<file path="src/rtl/agc_ctrl_pkg.sv">
// Shared constants, FSM state type and saturating helpers for the AGC gain scheduler.
package agc_ctrl_pkg;

  localparam int unsigned DW          = 8;
  localparam int unsigned GW          = 6;
  localparam int unsigned GMAX        = (1 << GW) - 1;
  localparam int unsigned WIN_LOG2    = 4;
  localparam int unsigned TARGET      = 96;
  localparam int unsigned HYST        = 16;
  localparam int unsigned ATTACK_STEP = 4;
  localparam int unsigned DECAY_STEP  = 1;
  localparam int unsigned HOLD_WINS   = 3;
  localparam int unsigned GAIN_INIT   = 32;

  localparam int unsigned MAG_MAX = (1 << (DW - 1)) - 1;
  localparam int unsigned HI_THR  = TARGET + HYST;
  localparam int unsigned LO_THR  = TARGET - HYST;
  localparam int unsigned HW      = (HOLD_WINS > 1) ? $clog2(HOLD_WINS) : 1;

  typedef enum logic [1:0] {
    StIdle    = 2'd0,
    StMeasure = 2'd1,
    StAdjust  = 2'd2
  } agc_state_e;

  // Most negative sample folds onto the largest positive magnitude.
  function automatic logic [DW-1:0] sat_mag(input logic [DW-1:0] s);
    logic [DW-1:0] m;
    if (!s[DW-1]) begin
      m = s;
    end else if (s == {1'b1, {(DW - 1){1'b0}}}) begin
      m = DW'(MAG_MAX);
    end else begin
      m = -s;
    end
    return m;
  endfunction

  function automatic logic [GW-1:0] sat_sub(input logic [GW-1:0] a, input int unsigned step);
    logic [GW-1:0] r;
    r = '0;
    if (32'(a) >= step) begin
      r = GW'(32'(a) - step);
    end
    return r;
  endfunction

  function automatic logic [GW-1:0] sat_add(input logic [GW-1:0] a, input int unsigned step);
    logic [GW-1:0] r;
    r = GW'(GMAX);
    if (32'(a) + step <= GMAX) begin
      r = GW'(32'(a) + step);
    end
    return r;
  endfunction

endpackage

</file>
<file path="src/rtl/agc_peak_window.sv">
// Per-window peak tracker: sample magnitude, running peak, sample count and
// once-per-window full-scale (clip) detection.
module agc_peak_window
  import agc_ctrl_pkg::*;
(
  input  logic                 clk_i,
  input  logic                 reset_i,
  input  logic                 measure_i,
  input  logic                 restart_i,
  input  logic                 valid_i,
  input  logic signed [DW-1:0] sample_i,
  output logic                 last_o,
  output logic                 clip_hit_o,
  output logic        [DW-1:0] win_peak_o
);

  localparam logic [WIN_LOG2-1:0] LastCnt = '1;

  logic [DW-1:0]       mag;
  logic [DW-1:0]       peak_q;
  logic [WIN_LOG2-1:0] win_cnt_q;
  logic                clip_done_q;

  always_comb begin
    mag        = sat_mag(sample_i);
    win_peak_o = (mag > peak_q) ? mag : peak_q;
    last_o     = measure_i && valid_i && (win_cnt_q == LastCnt);
    clip_hit_o = measure_i && valid_i && (32'(mag) == MAG_MAX) && !clip_done_q;
  end

  // Outside measure/adjust the partial window is discarded. During adjust a
  // valid sample opens the next window so nothing is dropped.
  always_ff @(posedge clk_i) begin
    if (reset_i || !(measure_i || restart_i)) begin
      peak_q      <= '0;
      win_cnt_q   <= '0;
      clip_done_q <= 1'b0;
    end else if (restart_i) begin
      clip_done_q <= 1'b0;
      peak_q      <= valid_i ? mag : '0;
      win_cnt_q   <= valid_i ? WIN_LOG2'(1) : '0;
    end else if (valid_i) begin
      peak_q      <= win_peak_o;
      win_cnt_q   <= win_cnt_q + 1'b1;
      clip_done_q <= clip_done_q | clip_hit_o;
    end
  end

endmodule

</file>
<file path="src/rtl/agc_gain_ctrl.sv">
// Closed-loop AGC gain scheduler: steps the gain code down on loud windows or
// full-scale samples and back up after a run of quiet windows.
module agc_gain_ctrl
  import agc_ctrl_pkg::*;
(
  input  logic                 clk,
  input  logic                 reset_x,
  input  logic                 enable,
  input  logic                 sample_valid,
  input  logic signed [DW-1:0] sample_in,
  output logic        [GW-1:0] gain,
  output logic                 gain_update,
  output logic        [DW-1:0] peak_out,
  output logic                 clip,
  output logic        [1:0]    state_out
);

  agc_state_e    state_q;
  logic [GW-1:0] gain_q;
  logic [HW-1:0] hold_cnt_q;
  logic [DW-1:0] peak_out_q;
  logic          gain_update_q;
  logic          clip_q;

  logic          run_measure;
  logic          run_adjust;
  logic          last;
  logic          clip_hit;
  logic [DW-1:0] win_peak;
  logic [GW-1:0] gain_atk;
  logic [GW-1:0] gain_dec;

  always_comb begin
    run_measure = enable && (state_q == StMeasure);
    run_adjust  = enable && (state_q == StAdjust);
    gain_atk    = sat_sub(gain_q, ATTACK_STEP);
    gain_dec    = sat_add(gain_q, DECAY_STEP);
  end

  agc_peak_window u_peak_window (
    .clk_i      (clk),
    .reset_i    (reset_x),
    .measure_i  (run_measure),
    .restart_i  (run_adjust),
    .valid_i    (sample_valid),
    .sample_i   (sample_in),
    .last_o     (last),
    .clip_hit_o (clip_hit),
    .win_peak_o (win_peak)
  );

  always_ff @(posedge clk) begin
    if (reset_x) begin
      state_q       <= StIdle;
      gain_q        <= GW'(GAIN_INIT);
      hold_cnt_q    <= '0;
      peak_out_q    <= '0;
      gain_update_q <= 1'b0;
      clip_q        <= 1'b0;
    end else begin
      gain_update_q <= 1'b0;
      clip_q        <= 1'b0;
      unique case (state_q)
        StIdle: begin
          if (enable) begin
            state_q <= StMeasure;
          end
        end
        StMeasure: begin
          if (!enable) begin
            state_q    <= StIdle;
            hold_cnt_q <= '0;
          end else begin
            if (clip_hit) begin
              gain_q        <= gain_atk;
              gain_update_q <= (gain_atk != gain_q);
              clip_q        <= 1'b1;
            end
            if (last) begin
              peak_out_q <= win_peak;
              state_q    <= StAdjust;
            end
          end
        end
        StAdjust: begin
          if (!enable) begin
            state_q    <= StIdle;
            hold_cnt_q <= '0;
          end else begin
            state_q <= StMeasure;
            if (32'(peak_out_q) > HI_THR) begin
              gain_q        <= gain_atk;
              gain_update_q <= (gain_atk != gain_q);
              hold_cnt_q    <= '0;
            end else if (32'(peak_out_q) < LO_THR) begin
              // Decay only after HOLD_WINS consecutive quiet windows.
              if (32'(hold_cnt_q) == HOLD_WINS - 1) begin
                gain_q        <= gain_dec;
                gain_update_q <= (gain_dec != gain_q);
                hold_cnt_q    <= '0;
              end else begin
                hold_cnt_q <= hold_cnt_q + 1'b1;
              end
            end else begin
              hold_cnt_q <= '0;
            end
          end
        end
        default: state_q <= StIdle;
      endcase
    end
  end

  always_comb begin
    gain        = gain_q;
    gain_update = gain_update_q;
    peak_out    = peak_out_q;
    clip        = clip_q;
    state_out   = state_q;
  end

endmodule

</file>
<file path="config.mk">
export PLATFORM = sky130hd
export DESIGN_NAME = agc_gain_ctrl
export DESIGN_NICKNAME = d
export VERILOG_FILES = /design/src/rtl/agc_ctrl_pkg.sv /design/src/rtl/agc_peak_window.sv /design/src/rtl/agc_gain_ctrl.sv
export SDC_FILE = /design/constraint.sdc
export NUM_CORES = 1
export LEC_CHECK = 0
export BUFFER_PORTS_ARGS = -buffer_cell sky130_fd_sc_hd__buf_4
export CELL_PAD_IN_SITES_DETAIL_PLACEMENT = 1
export CELL_PAD_IN_SITES_GLOBAL_PLACEMENT = 1
export CORE_MARGIN = 8
export CORE_UTILIZATION = 30
export DETAILED_ROUTE_END_ITERATION = 16
export GPL_TIMING_DRIVEN = 0
export PLACE_DENSITY_LB_ADDON = 0.1
export REMOVE_ABC_BUFFERS = 1
export SYNTH_ARGS = -nofsm -noshare
export SYNTH_HDL_FRONTEND = slang
export SYNTH_HIERARCHICAL = 1
export SYNTH_SLANG_ARGS = --single-unit
</file>
<file path="constraint.sdc">
create_clock -name clk -period 7.1 [get_ports clk]
set_clock_uncertainty 0.2 [all_clocks]
set_input_delay 0.71 -clock clk [delete_from_list [all_inputs] [get_ports clk]]
set_output_delay 0.71 -clock clk [all_outputs]
set_load 0.02 [all_outputs]
</file>
==> results of run 1 <==
metrics by stage:
step           setup slack [ns]  hold slack [ns]
2_1_floorplan              3.31            0.253
3_3_place_gp               2.76            0.263
3_5_place_dp               2.71            0.271
4_1_cts                    3.02            0.283
5_1_grt                    2.85            0.312
6_report                   3.05            0.279
cell families (layout without fill, tap and decap cells):
| kind of cell | after synthesis | after routing | synth area share [%] |
|---|---|---|---|
| AO/OA/AOI/OAI | 70 | 70 | 21.3 |
| XOR/XNOR | 8 | 8 | 2.98 |
| adder cells (fa/ha/maj) | 19 | 19 | 10.1 |
| buffers and inverters | 31 | 56 | 6.12 |
| flip-flops | 33 | 33 | 28.1 |
| multiplexers | 11 | 11 | 5.37 |
| AND/OR/NAND/NOR | 111 | 111 | 26.0 |
metal layers:
layer	GRT usage, %	wire (um)	up-vias
met4	3.41	59	0
met1	14.4	3080	1003
met2	19.1	2940	20
met5	0	0	-
li1	-	-	1072
met3	2.83	199	4
final timing paths:
kind | start | to
worst min register to register | u_peak_window/clip_done_q | u_peak_window/clip_done_q
worst min-delay path | u_peak_window/clip_done_q | u_peak_window/clip_done_q
worst max-delay path | sample_in[1] | peak_out[5]
worst max register to register | state_out[1] | gain[4]
critical path: stages:
cell and delay, ns:
buf_4 0.12, inv_1 0.08, ha_1 0.28, or3b_4 0.45, or4_4 0.53, o211ai_2 0.12, ha_1 0.27, nor2b_1 0.14
o211ai_1 0.15, a21oi_1 0.17, o21ai_2 0.45, mux2_2 0.40, nand2_1 0.07, a21oi_1 0.06
cells in the final DEF, fill, tap and decap left out, drive strengths merged, types with 2 or more instances in the layout:
cell type  count
o22ai          3
xnor2          4
dfxtp         33
or2            2
nand2b         2
or3            2
xor2           4
inv           20
a22o           8
a21oi         23
a31oi          3
buf           29
nand4          8
o31ai          3
nor4           5
or4            2
nor2          14
and3           2
mux2          10
nor3b          3
and2           2
o21a           2
nor3           9
clkbuf         6
ha            19
nand2         39
o211ai         5
a211oi         2
nor2b          7
o21ai          9
o32ai          2
or3b           2
nand3         10
layout make-up:
cell class | count | area [sq um]
Inverter | 20 | 75.1
Tap cell | 102 | 128
Fill cell | 939 | 4930
Clock buffer | 6 | 82.6
Clock inverter | 1 | 7.51
Sequential cell | 33 | 661
Timing Repair Buffer | 29 | 218
Multi-Input combinational cell | 219 | 1550
registers in the layout, indices dropped and copies added (netlist names):
signal and count:
peak_out 8, gain 6, u_peak_window/win_cnt_q 4, state_out 2, hold_cnt_q 2, gain_update 1, u_peak_window/peak_q 8, clip 1
u_peak_window/clip_done_q 1
report_power, final:
part	internal [mW]	leakage, nW	switching [mW]
clock network	0.0768	0.0433	0.0753
logic	0.0277	0.710	0.0362
registers	0.186	0.266	0.00167
total	0.291	1.02	0.113
==> results.ini, run 1 <==
[die]
start_util_pct = 30.8
die_w_um = 105
core_area_sq_mm = 0.00765
fp-row-count = 32
die_h_um = 105
pin_count = 30
dieArea_sq_mm = 0.0109

[clocking]
cts-htree-levels = 2
cts_tree = done
hold_buffers = 0
post_cts_buffers = 0
cts.clk_slew.worst_paths_ns = 0.08
cts_buffer_depth = 2
post_cts_resized = 0
cts-buffers-inserted = 5
cts.sinks = 33
cts_root_buf = clkbuf_8
clkLatencyLatePin_ns = 0.29

[critical_path]
worstPathRequired_ns = 7.07
path_max_fanout = 8
rrSetupSlack_ns = 4.32
ff2ff_path_depth = 11
worst_ep_arrival_time_ns = 4.02
cp-start-kind = primary input
crit_path_end_kind = flip-flop
path_class = in2reg

[final_layout]
num-nets-final = 339
antennaDiodeCount = 0
stdcell_count = 410
areaGrowthSynthToFinish_pct = 15.6
drive_above_1_share_pct = 21.4
fin_area_sq_mm = 0.00272
fin_util_pct = 35.6

[synthesis]
syn_area_sq_mm = 0.00235
synth.most_common_cell = nand2_1
synth_commonest_cells = 38 x nand2_1, 33 x dfxtp_1, 23 x a21oi_1, 19 x ha_1, 19 x inv_1
syn_inst = 283
synth.distinct_cells = 62
ys_warn_count = 6
yosysTopAreaCell = dfxtp_1
synth-seq-cells = 33
ys_seq_area_share_pct = 28.1
async_flop_share_pct = 0
synth_edf_count = 0
synth-main-ff-cell = dfxtp_1
ys_top_cells_by_area = dfxtp_1 28%, ha_1 10%, nand2_1 6.1%
synth_top_cell_area_share_pct = 28.1
syn_avg_cell_area_sq_um = 8.31

[timing]
maxSlewHeadroom_pct = 62.7
fmaxAchievable_mhz = 247
fin_setup_tns_ns = 0
post-route-min-period_ns = 4.05
worst_pin_slew_ns = 0.556
finalSetupViolations = 0
rsz0062_at_grt = false
slew_violations = 0
hold_violations = 0
fin_crit_sh_pct = 57.0

[grt]
grt_max_degree = 29
grt_use_total_pct = 11.5
grt-ovfl-total = 0
grt_pass1_wl_mm = 10.4
antenna_found_initial = 0
grt_pass1_vias = 2120

[placed_design]
dp_hpwl_mm = 4.73
place_congestion = 0.740
port_buffers = 29
dp_cells = 403
placed_cell_area_sq_mm = 0.00263

[routing]
via_count = 2099
drc = 0
drt_first_iter_violations = 34
drtAntennaViolNets = 0
wl_per_cell_um = 15.3
via_per_inst = 5.12
drt_pass1_iterations = 4
wl_mm = 6.28

[status]
status = complete, no violations

[power_and_ir_drop]
ir_drop_v = 0.000102
p_per_area_mw_per_mm2 = 149
leakagePower_nw = 1.02
power.total_mw = 0.404

[hold_path]
min_path_cells = 2
holdCritPathClass = reg2reg

[flow_run]
cap_violations = 0

Power figures use the tool's default switching activity.
==> run 2, diff against run 1 <==
Settings changed: ABC_AREA from default to 1.
Clock period 7.1 ns to 3.4 ns, I/O delays scaled along.
==> run 2 against run 1 <==
  * Synthesized area increased by 6.7%
  * Worst hold slack got worse by 0.16 ns
  * Routed wire length up 18%
  * Largest cell class unchanged
  * Largest power group unchanged
==> results.ini, run 2 <==
[status]
status = complete, no violations  ; unchanged

[synthesis]
syn_avg_cell_area_sq_um = 6.55  ; was 8.31 sq um
synth.distinct_cells = 38  ; was 62
syn_area_sq_mm = 0.00251  ; was 0.00235 sq mm
synth_edf_count = 0  ; unchanged
syn_inst = 383  ; was 283
ys_top_cells_by_area = dfxtp_1 26%, nand2_1 13%, ha_1 9.5%  ; was dfxtp_1 28%, ha_1 10%, nand2_1 6.1%
synth_commonest_cells = 89 x nand2_1, 54 x inv_1, 41 x nor2_1, 35 x nand3_1, 33 x dfxtp_1  ; was 38 x nand2_1, 33 x dfxtp_1, 23 x a21oi_1, 19 x ha_1, 19 x inv_1
async_flop_share_pct = 0  ; unchanged
synth-main-ff-cell = dfxtp_1  ; unchanged
synth_top_cell_area_share_pct = 26.3  ; was 28.1%
ys_seq_area_share_pct = 26.3  ; was 28.1%
yosysTopAreaCell = dfxtp_1  ; unchanged
ys_warn_count = 6  ; unchanged
synth-seq-cells = 33  ; unchanged
synth.most_common_cell = nand2_1  ; unchanged

[clocking]
cts-htree-levels = 2  ; unchanged
cts-buffers-inserted = 5  ; unchanged
cts.clk_slew.worst_paths_ns = 0.08  ; about the same
post_cts_buffers = 0  ; unchanged
cts.sinks = 33  ; unchanged
cts_tree = done  ; unchanged
cts_root_buf = clkbuf_8  ; unchanged
clkLatencyLatePin_ns = 0.29  ; about the same
cts_buffer_depth = 2  ; unchanged
post_cts_resized = 0  ; unchanged
hold_buffers = 0  ; unchanged

[timing]
post-route-min-period_ns = 2.65
fin_setup_tns_ns = 0  ; unchanged
maxSlewHeadroom_pct = 44.8  ; was 62.7%
finalSetupViolations = 0  ; unchanged
slew_violations = 0  ; unchanged
hold_violations = 0  ; unchanged
fin_crit_sh_pct = 77.9
rsz0062_at_grt = false  ; unchanged
fmaxAchievable_mhz = 378
worst_pin_slew_ns = 0.825  ; was 0.556 ns
setup_ws_ns = 0.753  ; was 3.05 ns

[placed_design]
dp_hpwl_mm = 5.85  ; was 4.73 mm
place_congestion = 0.808  ; was 0.740
port_buffers = 29  ; unchanged
post-place-ws_ns = 0.486  ; was 2.71 ns

[critical_path]
cp-start-kind = flip-flop  ; was primary input
worstPathRequired_ns = 3.43  ; was 7.07 ns
path_max_fanout = 7  ; was 8
path_class = reg2reg  ; was in2reg
worst_ep_arrival_time_ns = 2.68  ; was 4.02 ns
crit_path_end_kind = flip-flop  ; unchanged

[die]
die_h_um = 107  ; was 105 um
fp-row-count = 33  ; was 32
pin_count = 30  ; unchanged
die_w_um = 107  ; was 105 um
start_util_pct = 30.7  ; was 30.8%
dieArea_sq_mm = 0.0115  ; was 0.0109 sq mm
core_area_sq_mm = 0.00818  ; was 0.00765 sq mm

[routing]
drt_pass1_iterations = 4  ; unchanged
wl_per_cell_um = 14.2  ; was 15.3 um
wl_mm = 7.39  ; was 6.28 mm
drc = 0  ; unchanged
via_count = 2498  ; was 2,099
drtAntennaViolNets = 0  ; unchanged
via_per_inst = 4.81  ; was 5.12
drt_first_iter_violations = 67  ; was 34

[grt]
grt_pass1_vias = 2667  ; was 2,120
use_met3_pct = 2.46  ; was 2.83%
grt_use_total_pct = 13.5  ; was 11.5%
grt_pass1_wl_mm = 12.7  ; was 10.4 mm
grt_max_degree = 17  ; was 29
antenna_found_initial = 0  ; unchanged
grtUsageMet1_pct = 16.4  ; was 14.4%
top_usage_layer = met2  ; unchanged
grt_util_met2_pct = 23.3  ; was 19.1%
grt-ovfl-total = 0  ; unchanged

[flow_run]
cap_violations = 0  ; unchanged

[final_layout]
most-common-layout-cells = 89 x nand2_1, 54 x inv_1, 41 x nor2_1  ; was 38 x nand2_1, 33 x dfxtp_1, 29 x buf_4
drive_above_1_share_pct = 16.7  ; was 21.4%
antennaDiodeCount = 0  ; unchanged
areaGrowthSynthToFinish_pct = 17.0  ; was 15.6%
final_common_cell = nand2_1  ; unchanged
num-nets-final = 444  ; was 339

[power_and_ir_drop]
ir_drop_v = 0.000183  ; was 0.000102 V
internal_power_mw = 0.716  ; was 0.291 mW
power_frac_seq_pct = 39.0  ; was 46.6%
power_frac_clock_pct = 38.8  ; was 37.6%
power_frac_comb_pct = 22.2  ; was 15.8%
switching_power_mw = 0.325  ; was 0.113 mW
p_per_area_mw_per_mm2 = 354  ; was 149 mW/mm^2
switching_share_pct = 31.2  ; was 28.0%
leakagePower_nw = 1.41  ; was 1.02 nW

[hold_path]
holdCritPathClass = in2reg  ; was reg2reg

## run 2: power groups by stage
stage,registers [mW],clock network [mW],logic [mW]
2_1_floorplan,0.420,0,0.152
6_report,0.406,0.403,0.231
5_1_grt,0.408,0.428,0.263
4_1_cts,0.406,0.416,0.235
3_3_place_gp,0.415,0,0.230
3_5_place_dp,0.415,0,0.234
## run 2: layout make-up
| class | count | area, sq um |
|---|---|---|
| clock inverter | 1 | 30.0 |
| inverter | 59 | 221 |
| multi-input combinational | 285 | 1590 |
| sequential | 33 | 661 |
| tap | 105 | 131 |
| timing repair buffer | 29 | 218 |
| fill | 1073 | 5240 |
| clock buffer | 7 | 86.3 |
## run 2: kinds of logic (layout without fill, tap and decap cells)
logic type | Yosys count | in the layout | synth area share (%)
AO/OA/AOI/OAI | 62 | 62 | 14.7
XOR/XNOR | 4 | 4 | 1.40
adder cells (fa/ha/maj) | 19 | 19 | 9.47
buffers and inverters | 65 | 96 | 10.4
flip-flops | 33 | 33 | 26.3
AND/OR/NAND/NOR | 200 | 200 | 37.7
## run 2: worst paths after layout
check / from / end / slack (ns) / depth (start not counted)
setup / recovery: state_out[1] / gain[0] / 0.75 / 15
hold / removal: reset_x / gain[0] / 0.12 / 2
setup reg to reg: state_out[1] / gain[0] / 0.75 / 15
hold reg to reg: u_peak_window/clip_done_q / u_peak_window/clip_done_q / 0.26 / 2
## run 2: layer usage
layer	part of all wire, %	vias up
li1	-	1295
met1	46	1167
met2	49	28
met3	3.2	8
met4	1.4	0
met5	0	-
## run 2: metrics by stage
| step | cells | util [%] | hold slack (ns) | cell area (sq um) | power [mW] |
|---|---|---|---|---|---|
| after global routing | 519 | 35.9 | 0.115 | 2940 | 1.10 |
| after floorplan | 377 | - | 0.202 | 2470 | 0.572 |
| final | 519 | 35.9 | 0.122 | 2940 | 1.04 |
| after global placement | 511 | 34.5 | 0.246 | 2820 | 0.645 |
| after detailed placement | 511 | 34.5 | 0.250 | 2820 | 0.649 |
| after CTS | 519 | 35.9 | 0.114 | 2940 | 1.06 |
## run 2: critical path, stage by stage (launching register included)
cell and delay, ns:
dfxtp_1 0.35, inv_1 0.09, ha_1 0.29, nand2_2 0.15, inv_1 0.11, nand2_1 0.09
nand3b_1 0.16, nor2_1 0.12, nand3_2 0.12, nor2_1 0.12, inv_1 0.11, a21oi_4 0.27
nand2_2 0.14, inv_2 0.10, nand2_2 0.05, a21oi_2 0.12
